<file path="config.mk">
export PLATFORM = sky130hd
export DESIGN_NAME = gradient_window_ctrl
export DESIGN_NICKNAME = d
export VERILOG_FILES = /design/src/rtl/gradient_window_ctrl.sv
export SDC_FILE = /design/constraint.sdc
export NUM_CORES = 1
export LEC_CHECK = 0
export CAP_MARGIN = 30
export CELL_PAD_IN_SITES_DETAIL_PLACEMENT = 1
export CELL_PAD_IN_SITES_GLOBAL_PLACEMENT = 1
export CORE_AREA = 2 2 65 67
export CTS_CLUSTER_DIAMETER = 120
export DETAILED_ROUTE_END_ITERATION = 12
export DIE_AREA = 0 0 67 69
export DONT_BUFFER_PORTS = 1
export GPL_ROUTABILITY_DRIVEN = 0
export PLACE_DENSITY_LB_ADDON = 0.1
export SLEW_MARGIN = 30
export SYNTH_ARGS = -nofsm -noshare
export SYNTH_HDL_FRONTEND = slang
export SYNTH_SLANG_ARGS = --single-unit
</file>
<file path="constraint.sdc">
create_clock -name i_clk -period 5.5 [get_ports i_clk]
set_clock_uncertainty 0.1 [all_clocks]
set_input_delay 0.825 -clock i_clk [delete_from_list [all_inputs] [get_ports i_clk]]
set_output_delay 0.825 -clock i_clk [all_outputs]
set_load 0.05 [all_outputs]
</file>
<file path="src/rtl/gradient_window_ctrl.sv">
// Position sequencer for the 5x5 Gx/Gy gradient stage: counts pixels, qualifies complete
// kernel windows and delays valid/SOF/EOF to line up with the datapath output.
module gradient_window_ctrl #(
    parameter int IMG_WIDTH    = 640,
    parameter int IMG_HEIGHT   = 480,
    parameter int KERNEL_SIZE  = 5,
    parameter int PIPE_LATENCY = 2
) (
    input  logic                          i_clk,
    input  logic                          i_aresetn,
    input  logic                          i_data_valid,
    input  logic                          i_start_of_frame,
    output logic                          o_kernel_valid,
    output logic                          o_kernel_sof,
    output logic                          o_data_valid,
    output logic                          o_start_of_frame,
    output logic                          o_end_of_frame,
    output logic [$clog2(IMG_HEIGHT)-1:0] o_row,
    output logic [$clog2(IMG_WIDTH)-1:0]  o_col,
    output logic                          o_busy,
    output logic                          o_sof_err
);

    localparam int RW = $clog2(IMG_HEIGHT);
    localparam int CW = $clog2(IMG_WIDTH);
    localparam logic [RW-1:0] ROW_LAST = RW'(IMG_HEIGHT - 1);
    localparam logic [RW-1:0] ROW_WIN  = RW'(KERNEL_SIZE - 1);
    localparam logic [CW-1:0] COL_LAST = CW'(IMG_WIDTH - 1);
    localparam logic [CW-1:0] COL_WIN  = CW'(KERNEL_SIZE - 1);

    typedef enum logic [1:0] {IDLE, FILL, RUN} state_t;

    state_t                state_q, state_d;
    logic [RW-1:0]         row_q, row_d;
    logic [CW-1:0]         col_q, col_d;
    // Index 0 is the registered kernel-side flag, index PIPE_LATENCY the datapath-aligned one.
    logic [PIPE_LATENCY:0] vld_pipe_q, vld_pipe_d;
    logic [PIPE_LATENCY:0] sof_pipe_q, sof_pipe_d;
    logic [PIPE_LATENCY:0] eof_pipe_q, eof_pipe_d;
    logic                  sof_err_q, sof_err_d;

    logic                  restart, accept, pix_first_win, pix_last, pix_in_win;
    logic [RW-1:0]         pix_row;
    logic [CW-1:0]         pix_col;

    // Indices of the pixel presented this cycle, derived from the last accepted one.
    always_comb begin
        restart = i_data_valid & i_start_of_frame;
        accept  = restart | (i_data_valid & (state_q != IDLE));
        pix_row = row_q;
        pix_col = col_q;
        if (restart) begin
            pix_row = '0;
            pix_col = '0;
        end else if (col_q == COL_LAST) begin
            pix_row = row_q + 1'b1;
            pix_col = '0;
        end else begin
            pix_col = col_q + 1'b1;
        end
        pix_in_win    = (pix_row >= ROW_WIN) && (pix_col >= COL_WIN);
        pix_first_win = (pix_row == ROW_WIN) && (pix_col == COL_WIN);
        pix_last      = (pix_row == ROW_LAST) && (pix_col == COL_LAST);
    end

    always_ff @(posedge i_clk or negedge i_aresetn) begin
        if (!i_aresetn) state_q <= IDLE;
        else            state_q <= state_d;
    end

    always_comb begin
        state_d = state_q;
        if (accept) begin
            if (pix_last)           state_d = IDLE;
            else if (pix_first_win) state_d = RUN;
            else if (restart)       state_d = FILL;
        end
    end

    always_comb begin
        row_d = row_q;
        col_d = col_q;
        if (accept) begin
            row_d = pix_row;
            col_d = pix_col;
        end
        // The delay line free-runs so input gaps reach the output unchanged.
        vld_pipe_d = {vld_pipe_q[PIPE_LATENCY-1:0], accept & pix_in_win};
        sof_pipe_d = {sof_pipe_q[PIPE_LATENCY-1:0], accept & pix_first_win};
        eof_pipe_d = {eof_pipe_q[PIPE_LATENCY-1:0], accept & pix_last};
        sof_err_d  = restart & (state_q != IDLE);
    end

    always_ff @(posedge i_clk or negedge i_aresetn) begin
        if (!i_aresetn) begin
            row_q      <= '0;
            col_q      <= '0;
            vld_pipe_q <= '0;
            sof_pipe_q <= '0;
            eof_pipe_q <= '0;
            sof_err_q  <= 1'b0;
        end else begin
            row_q      <= row_d;
            col_q      <= col_d;
            vld_pipe_q <= vld_pipe_d;
            sof_pipe_q <= sof_pipe_d;
            eof_pipe_q <= eof_pipe_d;
            sof_err_q  <= sof_err_d;
        end
    end

    always_comb begin
        o_busy           = (state_q != IDLE);
        o_kernel_valid   = vld_pipe_q[0];
        o_kernel_sof     = sof_pipe_q[0];
        o_data_valid     = vld_pipe_q[PIPE_LATENCY];
        o_start_of_frame = sof_pipe_q[PIPE_LATENCY];
        o_end_of_frame   = eof_pipe_q[PIPE_LATENCY];
        o_row            = row_q;
        o_col            = col_q;
        o_sof_err        = sof_err_q;
    end

endmodule
</file>
==> results of run 1 <==
## registers in the layout, indices dropped and copies added, names as in the netlist
name,cells
state_q,2
o_col,10
vld_pipe_q,3
o_sof_err,1
o_row,9
eof_pipe_q,3
sof_pipe_q,3
## power by group through the flow
stage          combinational [W]  clock (W)  sequential [W]
2_1_floorplan          0.0000670          0        0.000286
3_3_place_gp           0.0000588          0        0.000300
3_5_place_dp           0.0000622          0        0.000302
4_1_cts                0.0000631   0.000205        0.000298
5_1_grt                0.0000720   0.000215        0.000300
6_report               0.0000638   0.000200        0.000298
## per-stage QoR
stage,cells,power (W)
floorplan,209,0.0003527
global placement,247,0.0003583
detailed placement,247,0.0003643
CTS,255,0.0005657
global route,255,0.0005870
finish,255,0.0005622
## cell usage after synthesis (3+ instances only)
| master | instances |
|---|---|
| nand4_1 | 6 |
| a31oi_1 | 5 |
| a21oi_1 | 4 |
| nand2_1 | 27 |
| inv_1 | 5 |
| nand4b_1 | 5 |
| xnor2_1 | 4 |
| buf_6 | 5 |
| o21ai_0 | 26 |
| dfrtp_1 | 31 |
| mux2i_1 | 3 |
| buf_4 | 3 |
| nor4_4 | 4 |
| nand3_1 | 10 |
| or4_1 | 3 |
| nand2b_1 | 3 |
| and2_1 | 4 |
| nor2_1 | 14 |
| xor2_1 | 5 |
## how the worst min path moves through the flow
stage	endpoint	slack [ps]	startpoint
after floorplan	eof_pipe_q[1]	230	eof_pipe_q[0]
after global placement	eof_pipe_q[2]	230	eof_pipe_q[1]
after detailed placement	vld_pipe_q[2]	240	vld_pipe_q[1]
after CTS	o_row[3]	120	i_aresetn
after global routing	o_col[3]	120	i_aresetn
final	state_q[1]	130	i_aresetn
## metal layers
metal / wire (um) / part of all wire, % / vias up
li1: - / - / 751
met1: 2206 / 41 / 821
met2: 2743 / 52 / 51
met3: 312 / 5.9 / 6
met4: 62 / 1.2 / 0
met5: 0 / 0 / -
## cell type report
cell class | count | area [um2]
multi-input combinational | 159 | 1040
tap | 50 | 62.56
inverter | 6 | 22.52
sequential | 31 | 775.7
timing repair buffer | 1 | 7.507
fill | 466 | 1906
clock buffer | 8 | 100.1
## logic make-up (layout without fill, tap and decap cells)
family / count (synthesis) / in the layout / synth area share, %
DFF: 31 / 31 / 39.82
xor gates and xnor gates: 9 / 9 / 4.046
and+or+nand+nor: 95 / 95 / 30.89
AOI/OAI and AO/OA: 50 / 50 / 15.61
buffers and inverters: 19 / 15 / 6.807
muxes: 3 / 3 / 1.541
adders and majority gates: 2 / 2 / 1.284
## cells in the final DEF (no fill, tap or decap), types with 2 or more instances in the layout
cell type  synthesis  final
and3_1             2      2
a21oi_1            4      4
or4_1              3      3
a31oi_1            5      5
o211a_1            2      2
nand2_1           27     27
clkbuf_8           1      7
o21ai_0           26     25
nand4b_1           5      5
ha_1               2      2
xnor2_1            4      4
and2_1             4      4
xor2_1             5      5
dfrtp_1           31     31
nand2b_1           3      3
o31ai_1            2      2
nor4_4             4      4
or2_2              2      2
mux2i_1            3      3
nor4_2             2      2
o41ai_1            2      2
nor3_1             2      2
nand3_1           10     10
inv_1              5      5
nor2_1            14     14
nand4_1            6      6
## worst max-delay path, cell delays in order, from the launching register on
cell      delay (ps)
dfrtp_1          820
nand4_2          580
nor4_4           540
and4_1           260
o21ai_2           70
or4_4            550
a21boi_1         150
o22a_1           180
==> results by group, run 1 <==
Worst setup path
  – Max FO, Critical Path: 11
  – Crit path to: state_q[0]
  – Crit end category: register
  – Crit Path Class: reg2reg
  – CP Launch Type: register
  – Reg2Reg Depth: 7
  – Crit path launch: o_col[3]
  – Worst R2R Start: o_col[3]
  – Worst R2R End: state_q[0]
  – Worst EP required: 5580 ps
  – Flop2flop setup slack: 2140 ps
  – Critical Path AT: 3430 ps

Final layout
  – Final core utilization: 51.31%
  – Area growth syn-to-layout: 3.083%
  – Share of cells above drive strength 1: 11.71%
  – Antenna cell count: 0
  – NumNets Final: 210
  – Design area: 2008 um2

STA
  – Hold WS: 127.1 ps
  – Fin. Hold Viols: 0
  – Setup violators final: 0
  – Setup TNS: 0 ps
  – Period minus WS final: 3356 ps
  – Tcrit/Tclk final: 61.02%
  – Final Max Slew Viols: 0
  – RSZ-0062 raised after global routing: no
  – Final worst slack: 2144 ps
  – FMAX: 0.2980 GHz
  – Rel. slew slack: 40.00%
  – Tightest Pin Transition: 900.0 ps

Power and ir drop
  – Int Pwr: 0.0003747 W
  – Part of the power in registers: 53.1%
  – P_sw: 0.0001875 W
  – Clk network pwr share: 35.6%
  – Sw frac: 33.35%
  – VDD IR max: 0.1045 mV
  – Gate power share: 11.4%
  – Power per Cell Area: 280.0 nW/um2
  – Leak Pwr: 0.8770 nW

Clock tree
  – # Post-CTS Setup Buffers: 0
  – Worst-path clk slew: 70 ps
  – Clk_lat worst skew: 290 ps
  – CTS HTree Levels: 2
  – CTS tree: yes
  – Number of hold buffers added after cts: 0
  – Clock buffer count from CTS: 5
  – Root buffer cell: clkbuf_8
  – Clk buf depth: 2
  – Post-CTS resize count: 0
  – CTS sink cnt: 31

Die
  – Initial Utilization: 49.78%
  – Die footprint: 4623 um2
  – Top Ports: 30
  – Die H: 69 um
  – Core ar.: 3914 um2
  – Chip width: 67 um
  – Row count: 23

Detailed routing
  – Drt first pass iters: 4
  – DRC: 0
  – Final wirelength: 5.325 mm
  – Vias/cell: 6.388
  – Wire per inst: 20.88 um
  – Via count: 1629
  – Initial DRC count: 100
  – Remaining antenna violation count after routing: 0

Logic synthesis
  – Unique cell type count in the Yosys netlist: 52
  – Leading post-synthesis cells by cell area: dfrtp_1 (40%), o21ai_0 (6.7%), nand2_1 (5.2%), nor4_4 (4.4%), buf_6 (2.9%)
  – Top FF cell, synth: dfrtp_1
  – Ys async rst share: 100.0%
  – Sequential area share after synthesis: 39.82%
  – Register bit count reported by yosys: 31
  – Cell Area, Synth: 1948 um2
  – Warnings from Yosys: 0
  – Syn_area_per_cell: 9.321 um2
  – Cell taking the most area after synthesis: dfrtp_1
  – EDFF count, synth: 0
  – Top cell type's share of synthesized area: 39.82%
  – Post-Syn Instances: 209
  – Net Count, Synth: 215

Placed design
  – Post-DP HPWL: 3.801 mm
  – Dpl cell area: 1908 um2
  – PortBufs: 0
  – DP Worst Slack: 2177 ps

Global routing
  – Initial antenna violation count: 0
  – Largest net degree at the start of global routing: 32
  – GRT Overall Usage: 24.98%
  – Top Usage Layer GRT: met2
  – Grt met2 use: 40.70%
  – Met3 Use GR: 5.057%
  – Grt total ovfl: 0
  – Met1 Use GR: 32.81%
  – Vias in the first global route: 1695
  – Global-route wire length before repair: 8.838 mm

Min path
  – HP Class: in2async

Outcome
  – Status: finished clean

Job
  – Max cap viols: 0
(Power assumes the default switching activity.)
==> run 2: changes to the inputs <==
--- a/config.mk
+++ b/config.mk
@@ -8,10 +8,10 @@
 export CAP_MARGIN = 30
 export CELL_PAD_IN_SITES_DETAIL_PLACEMENT = 1
 export CELL_PAD_IN_SITES_GLOBAL_PLACEMENT = 1
-export CORE_AREA = 2 2 65 67
+export CORE_AREA = 2 2 71 73
 export CTS_CLUSTER_DIAMETER = 120
 export DETAILED_ROUTE_END_ITERATION = 12
-export DIE_AREA = 0 0 67 69
+export DIE_AREA = 0 0 73 75
 export DONT_BUFFER_PORTS = 1
 export GPL_ROUTABILITY_DRIVEN = 0
 export PLACE_DENSITY_LB_ADDON = 0.1
==> constraint.sdc (replaced) <==
create_clock -name i_clk -period 2.7 [get_ports i_clk]
set_clock_uncertainty 0.1 [all_clocks]
set_input_delay 0.405 -clock i_clk [delete_from_list [all_inputs] [get_ports i_clk]]
set_output_delay 0.405 -clock i_clk [all_outputs]
set_load 0.05 [all_outputs]
==> run 2 against run 1 <==
  * Global-route usage decreased by 2.1 points
  * Power increased by 130%
  * Combinational power increased to 4.5 times the previous value
  * Via count increased by 3.8%
  * Final cell count increased by 14%
  * Fmax increased by 30%
  * Sequential share of layout area decreased by 4.6 points
  * Non-clock buffer count increased by 31
  * Clock-buffer cell count decreased by 2
  * Critical endpoint unchanged
  * Largest power group unchanged
==> results by group, run 2 (synthesis gave the netlist of run 1 again) <==
Worst setup path
  – Critical-path top delay cell: or4_4
  – CP Cell Sequence: ha_1 > buf_4 > xor2_1 > nand4_1 > nor4_1 > nand3_1 > or4_4 > a21boi_1 > o22a_1
  – Max FO, Critical Path: 5
  – Worst EP required: 2770 ps
  – CP max stage delay: 500 ps
  – WP buf/inv: 1
  – Crit end category: register
  – Cell count along the critical path: 9
  – Reg2Reg Depth: 9
  – Critical Path AT: 2650 ps
  – CP Launch Type: register
  – Crit Path Class: reg2reg
  – Delay-heaviest family, CP: simple AND/OR/NAND/NOR gates

Detailed routing
  – Vias/cell: 5.831
  – Initial DRC count: 63
  – Drt first pass iters: 4
  – Via count: 1691
  – Wire per inst: 19.63 um
  – Final wirelength: 5.692 mm
  – Remaining antenna violation count after routing: 0
  – DRC: 0

Min path
  – Hold Crit Depth: 0
  – HP Class: reg2reg

Clock tree
  – CTS sink cnt: 31
  – Clk buf depth: 2
  – Worst-path clk slew: 70 ps
  – # Post-CTS Setup Buffers: 0
  – CTS tree: yes
  – Clk_lat worst skew: 290 ps
  – CTS HTree Levels: 2
  – Root buffer cell: clkbuf_8
  – Clock buffer count from CTS: 5

STA
  – Final Max Slew Viols: 0
  – Tcrit/Tclk final: 95.83%
  – RSZ-0062 raised after global routing: no
  – Rel. slew slack: 50.39%
  – Setup TNS: 0 ps
  – Tightest Pin Transition: 741.4 ps
  – FMAX: 0.3865 GHz
  – Fin. Hold Viols: 0
  – Setup violators final: 0
  – Period minus WS final: 2587 ps

Placed design
  – Post-DP HPWL: 4.287 mm
  – PortBufs: 0

Power and ir drop
  – Tot Pwr: 0.001272 W
  – Leak Pwr: 1.051 nW
  – VDD IR max: 0.2348 mV
  – Power per Cell Area: 557.0 nW/um2

Global routing
  – Global-route wire length before repair: 9.273 mm
  – Initial antenna violation count: 0
  – Grt total ovfl: 0
  – GRT Overall Usage: 22.87%
  – Vias in the first global route: 1803
  – Largest net degree at the start of global routing: 32

Final layout
  – Most common library cell in the layout ignoring fill and taps: buf_4
  – Most frequent cells in the layout: buf_4 (30), dfrtp_1 (29), nand2_1 (27)
  – Area growth syn-to-layout: 17.28%
  – Antenna cell count: 0
  – Share of cells above drive strength 1: 24.58%
  – NumNets Final: 241
  – Number of flip-flops in the largest register: 10

Job
  – Max cap viols: 0

Die
  – Initial Utilization: 41.80%
  – Core ar.: 4661 um2
  – Die footprint: 5475 um2
  – Chip width: 73 um
  – Row count: 25
  – Top Ports: 30
  – Die H: 75 um

Outcome
  – Status: finished clean
[run 2: cell count changes in the layout (fill, tap and decap cells not counted), sizes merged]
cell,before,now
clkinv,0,1
buf,1,31
dlygate4sd3,0,1
clkbuf,8,6
bufinv,0,1
[run 2: area by class of cell]
type                       count  area [um2]
sequential                    31       778.2
tap                           54       67.56
fill                         546        2376
timing repair buffer          32       255.2
clock inverter                 2       35.03
multi-input combinational    159        1044
clock buffer                   6       82.58
inverter                       6       22.52
[run 2: stage by stage]
step                worst slack, ps  instances  hold WS (ps)  utilization (%)  area [um2]
detailed placement            94.73        280         10.22            45.77        2133
global route                 0.3269        290         256.8            49.02        2285
global placement              174.8        280         10.20            45.77        2133
CTS                           73.24        290         252.8            48.94        2281
floorplan                     5.017        209         9.409                -        1951
finish                        112.5        290         252.3            49.02        2285
[run 2: final timing paths]
check | start | end | slack [ps]
setup / recovery | o_col[0] | state_q[0] | 110
hold / removal | eof_pipe_q[0] | eof_pipe_q[1] | 250
setup reg to reg | o_col[0] | state_q[0] | 110
hold reg to reg | eof_pipe_q[0] | eof_pipe_q[1] | 250
max in group asynchronous | i_aresetn | state_q[0] | 1850
min in group asynchronous | i_aresetn | o_col[5] | 470
[run 2: power by group]
part | internal [W] | total (W) | switching, W
combinational | 0.0000900 | 0.000287 | 0.000197
sequential | 0.000486 | 0.000510 | 0.0000240
clock | 0.000298 | 0.000476 | 0.000177
total | 0.000874 | 0.00127 | 0.000398
[run 2: metal layers]
layer	track usage [%]	routed length, um	up-vias
met1	27.32	2502	842
met3	5.756	187	7
met4	7.407	68	0
met2	40.34	2934	30
met5	0	0	-
li1	-	-	812
[run 2: repair_timing]
action / 4_1_cts / 5_1_grt
gates resized for setup: 0 / 1
hold buffers: 2 / 0
endpoints found under the setup margin: 0 / 2
hold endpoints to repair: 31 / 0
[run 2: worst reg2reg max path, cell delays in order, from the launching register on]
cell      delay, ps
dfrtp_2         400
ha_1            280
buf_4           180
xor2_1          140
nand4_1         140
nor4_1          290
nand3_1         120
or4_4           500
a21boi_1        140
o22a_1          170
==> run 3: changes to the inputs <==
--- a/config.mk
+++ b/config.mk
@@ -8,12 +8,13 @@
 export CAP_MARGIN = 30
 export CELL_PAD_IN_SITES_DETAIL_PLACEMENT = 1
 export CELL_PAD_IN_SITES_GLOBAL_PLACEMENT = 1
-export CORE_AREA = 2 2 71 73
+export CORE_AREA = 2 2 74 69
 export CTS_CLUSTER_DIAMETER = 120
 export DETAILED_ROUTE_END_ITERATION = 12
-export DIE_AREA = 0 0 73 75
+export DIE_AREA = 0 0 76 71
 export DONT_BUFFER_PORTS = 1
 export GPL_ROUTABILITY_DRIVEN = 0
+export GPL_TIMING_DRIVEN = 0
 export PLACE_DENSITY_LB_ADDON = 0.1
 export SLEW_MARGIN = 30
 export SYNTH_ARGS = -nofsm -noshare
==> run 3 against run 2 <==
  * Die area fell by 1.4%
  * Cell area rose by 4.5%
  * Fmax down 4.8%
  * Utilization rose by 2.3 points
  * Final cell count rose by 2.4%
  * Wire length grew 7.0%
  * Global-route usage grew 1.3 points
  * First-iteration DRC count increased by 89%
  * Combinational power decreased by 14%
  * Clock power is essentially flat
  * Hold slack got worse by 1.2 ps
  * Sequential power increased by 17%
  * The flow now finishes with violations (negative setup slack)
==> results by group, run 3 (synthesis gave the netlist of run 1 again) <==
Outcome
  – Status: complete, but fails checks
  – Failing checks: negative setup slack

Clock tree
  – Worst-path clk slew: 70 ps
  – Clk_lat worst skew: 280 ps
  – Clk buf depth: 2
  – CTS sink cnt: 31
  – CTS HTree Levels: 2
  – Root buffer cell: clkbuf_8
  – Clock buffer count from CTS: 5
  – CTS tree: yes

Die
  – Core ar.: 4654 um2
  – Die footprint: 5396 um2
  – Top Ports: 30
  – Chip width: 76 um
  – Row count: 24
  – Die H: 71 um
  – Initial Utilization: 41.85%

STA
  – RSZ-0062 raised after global routing: yes
  – Fin. Hold Viols: 0
  – Tcrit/Tclk final: 100.6%
  – Period minus WS final: 2717 ps
  – FMAX: 0.3681 GHz
  – Rel. slew slack: 46.53%
  – Final Max Slew Viols: 0
  – Tightest Pin Transition: 799.0 ps
  – Setup TNS: -16.99 ps
  – Setup violators final: 1
  – Final worst slack: -16.99 ps

Detailed routing
  – Initial DRC count: 119
  – Via count: 1783
  – Remaining antenna violation count after routing: 0
  – Drt first pass iters: 4
  – DRC: 0
  – Final wirelength: 6.093 mm
  – Wire per inst: 20.52 um
  – Vias/cell: 6.003

Min path
  – HP Start: eof_pipe_q[0]
  – HP Class: reg2reg

Worst setup path
  – Worst R2R Start: o_col[0]
  – Max FO, Critical Path: 8
  – Critical Path AT: 2790 ps
  – Worst EP required: 2780 ps
  – CP Launch Type: register
  – Crit end category: register
  – Crit Path Class: reg2reg
  – Crit path launch: o_col[0]

Final layout
  – Fill count: 538
  – Most frequent cells in the layout: nand2_1 (26), o21ai_0 (26), dfrtp_1 (16)
  – Area growth syn-to-layout: 22.54%
  – Number of flip-flops in the largest register: 10
  – Antenna cell count: 0
  – Share of cells above drive strength 1: 31.03%
  – NumNets Final: 237
  – Design area: 2387 um2

Global routing
  – GRT Overall Usage: 24.21%
  – Largest net degree at the start of global routing: 32
  – Initial antenna violation count: 0
  – Global-route wire length before repair: 10.22 mm
  – Vias in the first global route: 1907
  – Grt total ovfl: 0

Placed design
  – Post-DP HPWL: 3.945 mm
  – PortBufs: 0
  – Dpl cell area: 2032 um2

Power and ir drop
  – VDD IR max: 0.2490 mV
  – Leak Pwr: 1.006 nW
  – Power per Cell Area: 555.5 nW/um2

Job
  – Max cap viols: 0
[run 3: cell types whose count changed in the layout (fill, tap and decap cells not counted), sizes merged]
cell / previous run / this run
buf: 31 / 23
clkbuf: 6 / 10
[run 3: worst max-delay path: stages (launching register included)]
cell      delay [ps]
dfrtp_4          590
ha_4             240
nand2_8           90
buf_4            150
or4_4            430
nand2_2           90
nand3_1           80
or4_4            510
a21boi_2         180
o22a_1           150
[run 3: timing repair]
item / in CTS / in global routing
endpoints found under the hold margin: 31 / 0
buffers inserted: 12 / 2
hold buffers: 2 / 0
pin swaps: 11 / 4
cloned: 0 / 0
setup endpoints to repair: 5 / 4
gates resized for setup: 30 / 6
[run 3: path summary, 6_finish.rpt]
kind,endpoint,cells past startpoint,slack [ps]
min in group asynchronous,o_col[0],2,460
worst min-delay path,eof_pipe_q[1],0,250
worst max-delay path,state_q[0],9,-20
max in group asynchronous,o_col[7],2,1850
worst min register to register,eof_pipe_q[1],0,250
worst max register to register,state_q[0],9,-20
[run 3: power by group]
part	internal, W	total (W)	switching, W
Combinational	0.000102	0.000248	0.000146
Clock	0.000298	0.000478	0.000180
Sequential	0.000492	0.000599	0.000107
Total	0.000893	0.00133	0.000433
[run 3: area by class of cell]
type	count	area (um2)	area share, %
Multi-Input combinational cell	159	1105	46.28
Timing Repair Buffer	16	135.1	5.660
Inverter	6	22.52	0.9434
Clock inverter	2	35.03	1.468
Clock buffer	6	82.58	3.459
Buffer	12	118.9	4.979
Tap cell	65	81.33	3.407
Sequential cell	31	807.0	33.81
[run 3: routing by layer]
| metal | track usage, % | vias to the layer above | part of all wire (%) |
|---|---|---|---|
| met2 | 42.76 | 51 | 51 |
| met5 | 0 | - | 0 |
| met4 | 7.677 | 0 | 1.6 |
| li1 | - | 804 | - |
| met3 | 4.337 | 13 | 5.4 |
| met1 | 30.45 | 915 | 41 |
[run 3: metrics by stage]
stage | instances | hold slack [ps] | utilization, % | power (W) | worst slack, ps
floorplan | 209 | 9.409 | - | 0.0007203 | 5.017
CTS | 295 | 253.7 | 50.46 | 0.001321 | -11.34
global route | 297 | 264.0 | 51.29 | 0.001393 | -86.91
detailed placement | 274 | 10.15 | 43.66 | 0.0007731 | -263.5
finish | 297 | 251.1 | 51.29 | 0.001326 | -16.99
global placement | 274 | 10.21 | 43.66 | 0.0007612 | -230.7
